`config.mk`:
```
export PLATFORM = sky130hd
export DESIGN_NAME = pwm_decoder
export DESIGN_NICKNAME = d
export VERILOG_FILES = /design/src/rtl/pwm_decoder.sv
export SDC_FILE = /design/constraint.sdc
export NUM_CORES = 1
export LEC_CHECK = 0
export BUFFER_PORTS_ARGS = -buffer_cell sky130_fd_sc_hd__buf_2
export CAP_MARGIN = 10
export CORE_MARGIN = 2
export CORE_UTILIZATION = 55
export CTS_BUF_LIST = sky130_fd_sc_hd__clkbuf_4 sky130_fd_sc_hd__clkbuf_8
export DETAILED_ROUTE_END_ITERATION = 16
export GPL_TIMING_DRIVEN = 1
export PLACE_DENSITY_LB_ADDON = 0.2
export SYNTH_ARGS = -nofsm -noshare
export SYNTH_HDL_FRONTEND = slang
export SYNTH_SLANG_ARGS = --single-unit
```
`constraint.sdc`:
```
create_clock -name clk -period 1.75 [get_ports clk]
set_input_delay 0 -clock clk [delete_from_list [all_inputs] [get_ports clk]]
set_output_delay 0 -clock clk [all_outputs]
set_load 0.1 [all_outputs]
```
`src/rtl/pwm_decoder.sv`:
```
// PWM decoder: measures high time and rise-to-rise period of an asynchronous PWM input.
// Define PWM_DEC_FILTER_EN to add a 3-sample glitch filter after the synchronizer.
module pwm_decoder (
  input  logic        clk,
  input  logic        rst,
  input  logic        pwm_in,
  output logic [12:0] duty,
  output logic [12:0] period,
  output logic        valid,
  output logic        stuck,
  output logic        stuck_level
);

  typedef enum logic [1:0] {SYNC, HIGH, LOW} state_e;

  localparam logic [12:0] CNT_MAX = '1;

  logic        sync1_q, sync2_q;
  logic        s, s_prev_q;
  logic        rise_q, fall_q;
  state_e      state_q;
  logic [12:0] cnt_q, hi_cnt_q, idle_q;
  logic [12:0] cnt_inc;
  logic [12:0] duty_q, period_q;
  logic        valid_q, stuck_q, stuck_level_q;

  always_ff @(posedge clk) begin
    if (rst) begin
      sync1_q <= 1'b0;
      sync2_q <= 1'b0;
    end else begin
      sync1_q <= pwm_in;
      sync2_q <= sync1_q;
    end
  end

`ifdef PWM_DEC_FILTER_EN
  logic [1:0] hist_q;
  logic       filt_q;

  // s follows the synchronizer only once the current and two previous samples agree
  always_comb begin
    s = filt_q;
    if ((sync2_q == hist_q[0]) && (sync2_q == hist_q[1])) s = sync2_q;
  end

  always_ff @(posedge clk) begin
    if (rst) begin
      hist_q <= '0;
      filt_q <= 1'b0;
    end else begin
      hist_q <= {hist_q[0], sync2_q};
      filt_q <= s;
    end
  end
`else
  always_comb s = sync2_q;
`endif

  // Edge flags are registered, which sets the rise-to-valid latency at three edges
  always_ff @(posedge clk) begin
    if (rst) begin
      s_prev_q <= 1'b0;
      rise_q   <= 1'b0;
      fall_q   <= 1'b0;
    end else begin
      s_prev_q <= s;
      rise_q   <= s & ~s_prev_q;
      fall_q   <= ~s & s_prev_q;
    end
  end

  always_comb cnt_inc = (cnt_q == CNT_MAX) ? cnt_q : cnt_q + 13'd1;

  always_ff @(posedge clk) begin
    if (rst) begin
      state_q       <= SYNC;
      cnt_q         <= '0;
      hi_cnt_q      <= '0;
      idle_q        <= '0;
      duty_q        <= '0;
      period_q      <= '0;
      valid_q       <= 1'b0;
      stuck_q       <= 1'b0;
      stuck_level_q <= 1'b0;
    end else begin
      valid_q <= 1'b0;

      if (rise_q || fall_q)     idle_q <= '0;
      else if (idle_q != CNT_MAX) idle_q <= idle_q + 13'd1;

      case (state_q)
        SYNC: begin
          if (rise_q) begin
            cnt_q   <= 13'd1;
            state_q <= HIGH;
          end
        end
        HIGH: begin
          cnt_q <= cnt_inc;
          if (fall_q) begin
            hi_cnt_q <= cnt_q;
            state_q  <= LOW;
          end
        end
        LOW: begin
          cnt_q <= cnt_inc;
          if (rise_q) begin
            period_q <= cnt_q;
            duty_q   <= hi_cnt_q;
            valid_q  <= 1'b1;
            stuck_q  <= 1'b0;
            cnt_q    <= 13'd1;
            state_q  <= HIGH;
          end
        end
        default: state_q <= SYNC;
      endcase

      // Idle timeout overrides the FSM; it cannot coincide with a valid since that needs an edge
      if ((idle_q == CNT_MAX) && !(rise_q || fall_q)) begin
        stuck_q       <= 1'b1;
        stuck_level_q <= s;
        state_q       <= SYNC;
      end
    end
  end

  assign duty        = duty_q;
  assign period      = period_q;
  assign valid       = valid_q;
  assign stuck       = stuck_q;
  assign stuck_level = stuck_level_q;

endmodule

```
==> flow_summary.toml <==
[worst_setup_path]
reg2reg_depth = 6
required_ps = 2040
rrSetupSlack_ps = -80
crit_fanout = 4
worstSetupEndpointType = "flip-flop"
cp_slowest_stage_delay_ps = 500
crit_family = "simple AND/OR/NAND/NOR gates"
rr_endpoint = "cnt_q[10]"
cp_cell_sequence = "inv_2, ha_4, nor2b_4, or4_4, or4b_4, a21oi_2"
r2r_start = "state_q[1]"
cpMaxStageDelayCell = "or4b_4"
crit_arrival_ps = 2110
critPathLaunch = "state_q[1]"
worstPathBufferInverterCount = 1
startpoint_type = "flip-flop"
critPathKind = "reg2reg"

[yosys]
synth_seq_cells = 75
synth_top_family_by_area = "simple AND/OR/NAND/NOR gates"
syn_inst = 377
yosys.area_share.simple_pct = 26.1
synth_most_common_cell = "nand2_1"
async_reset_ff_share_pct = 0
yosysSeqAreaShare_pct = 48.3
synth_top_area_share_pct = 48.3
ys_top_cells_by_count = "nand2_1, dfxtp_1, a21oi_1"
syn_avg_cell_area_sq_um = 8.25
synth_fa_ha_area_share_pct = 2.41
yosys-top-cells-area = "dfxtp_1, nand2_1, a21oi_1, ha_1, o31ai_1"
synth.distinct_cells = 41
synth.mux.area_fraction_pct = 0.966
synth_compound_area_share_pct = 18.0
yosysTopAreaCell = "dfxtp_1"
syn_area_sq_um = 3110
synth_fp_nets = 386
ys_warn_count = 0
synth_flop_cell = "dfxtp_1"
synth_edf_count = 0
synth-xor-area-share_pct = 0.282

[sta]
fmax_mhz = 548
setup_viol = 2
slew_viol_final = 0
hold_slack_ps = 57.1
tightestPinTransition_ps = 555
finClkSkew_ps = 8.99
hold_viol = 0
min_period_over_period_pct = 104
min_period_ps = 1830
layout_setup_ws_ps = -75.1
timing.slew.headroom_pct = 62.8
rsz0062_at_grt = "yes"

[final_layout]
final_cells = 511
fin_nets = 443
area_growth_syn_to_layout_pct = 23.0
drive_gt1_share_pct = 23.9
antenna_cells = 0
final_area_sq_um = 3820
final_util_pct = 69.9

[power]
combPwrFrac_pct = 3.9
p_seq_share_pct = 55.1
power_mw = 3.13
total_leakage_power_nw = 1.36
power.density_nw_per_um2 = 820
swShare_pct = 23.0
peakVddDrop_uv = 661
clkPwrFrac_pct = 41.0
internal_power_mw = 2.41
p_sw_uw = 721

[status]
violations = "setup timing"
outcome = "finished, violations left"

[die]
die-width_um = 79.2
start_util_pct = 56.8
die_h_um = 79.2
placementRows = 27
io_pins = 32
core_sq_um = 5470
dieArea_sq_um = 6270

[placed_design]
dp_hpwl_um = 5180
post_dp_cell_area_sq_um = 3510
dp.cells = 491
place.gp.congestion = 0.946
port_buffers = 31

[clock_tree]
numClockSinks = 75
worstSkewPairLatency_ps = 350
cts_max_level = 3
clk_path_buf_depth = 2
clk_pin_slew_ps = 70
cts_tree = "yes"
cts-buffers-inserted = 9
cts_root_buf = "clkbuf_8"

[drt]
ant_nets = 0
drc = 0
dr.pass1.iters = 5
wl_per_cell_um = 14.9
drt-initial-drc-count = 181
vias = 2906
viasPerCell = 5.69
wirelength_um = 7590

[grt]
grt_max_degree = 33
antenna_found_initial = 0
grt_pass1_vias = 2778
grt_use_total_pct = 25.8
grt_overflow = 0
grt_first_pass_wirelength_um = 12500

[worst_hold_path]
min_from = "rst"
min_to = "valid"
hold_depth = 2
hold_class = "in2reg"

[flow_run]
cap_violations = 0
## worst max-delay path by stage
stage	to	slack, ps	cells after the start
floorplan	cnt_q[10]	-20	6
finish	cnt_q[10]	-80	6
detailed placement	cnt_q[10]	-90	6
global route	cnt_q[10]	-120	6
CTS	cnt_q[10]	-70	6
global placement	cnt_q[10]	-20	6
## what timing repair did
item,in CTS,in global routing
endpoints found under the setup margin,8,10
hold buffers,1,0
buffers inserted,1,2
hold endpoints to repair,1,0
gates resized for setup,8,12
pin swaps,0,5
## layout make-up
type	instances	area (sq um)
clock buffer	13	173
sequential	75	1510
fill	449	1650
inverter	9	33.8
timing repair buffer	66	420
multi-input combinational	273	1580
tap	72	90.1
clock inverter	3	21.3
## cells in the final DEF, fill, tap and decap left out, drive strengths merged, types with 4 or more instances in the layout
cell type,n
clkbuf,13
or3,6
dfxtp,75
nand2,91
nand2b,4
inv,9
nor3,5
nand4,5
or4,10
ha,6
a211oi,4
o21ai,11
buf,65
nor2,13
nor2b,5
o31ai,10
a21oi,58
nand3,11
## sequential cells by signal, summed over array words and instances (netlist names)
name	cells
hi_cnt_q	13
s	1
stuck_level	1
duty	13
fall_q	1
period	13
state_q	2
s_prev_q	1
rise_q	1
sync1_q	1
idle_q	13
cnt_q	13
valid	1
stuck	1
## metrics by stage
stage | setup WS [ps] | TNS (ps)
after CTS | -74.4 | -75.7
after detailed placement | -92.8 | -198
final | -75.1 | -113
after global routing | -117 | -372
after global placement | -21.1 | -21.1
after floorplan | -17.7 | -17.7
## power groups by stage
stage,logic [mW],registers (mW),clock network (mW)
finish,0.123,1.73,1.28
global placement,0.108,1.77,0
detailed placement,0.111,1.77,0
CTS,0.116,1.73,1.31
global route,0.137,1.73,1.37
floorplan,0.0659,1.77,0
## cell families (layout without fill, tap and decap cells)
kind of cell | after synthesis | in the layout
buffers and inverters | 29 | 91
multiplexers | 3 | 3
AO/OA/AOI/OAI | 97 | 97
adder cells (fa/ha/maj) | 6 | 6
XOR/XNOR | 1 | 1
AND/OR/NAND/NOR | 166 | 166
flip-flops | 75 | 75
## per-layer routing
layer | track usage [%] | up-vias | part of all wire, %
met4 | 17.2 | 0 | 3.0
met5 | 0 | - | 0
met2 | 42.7 | 99 | 49
li1 | - | 1443 | -
met1 | 30.9 | 1340 | 43
met3 | 4.09 | 24 | 4.7
Power figures use the tool's default switching activity.
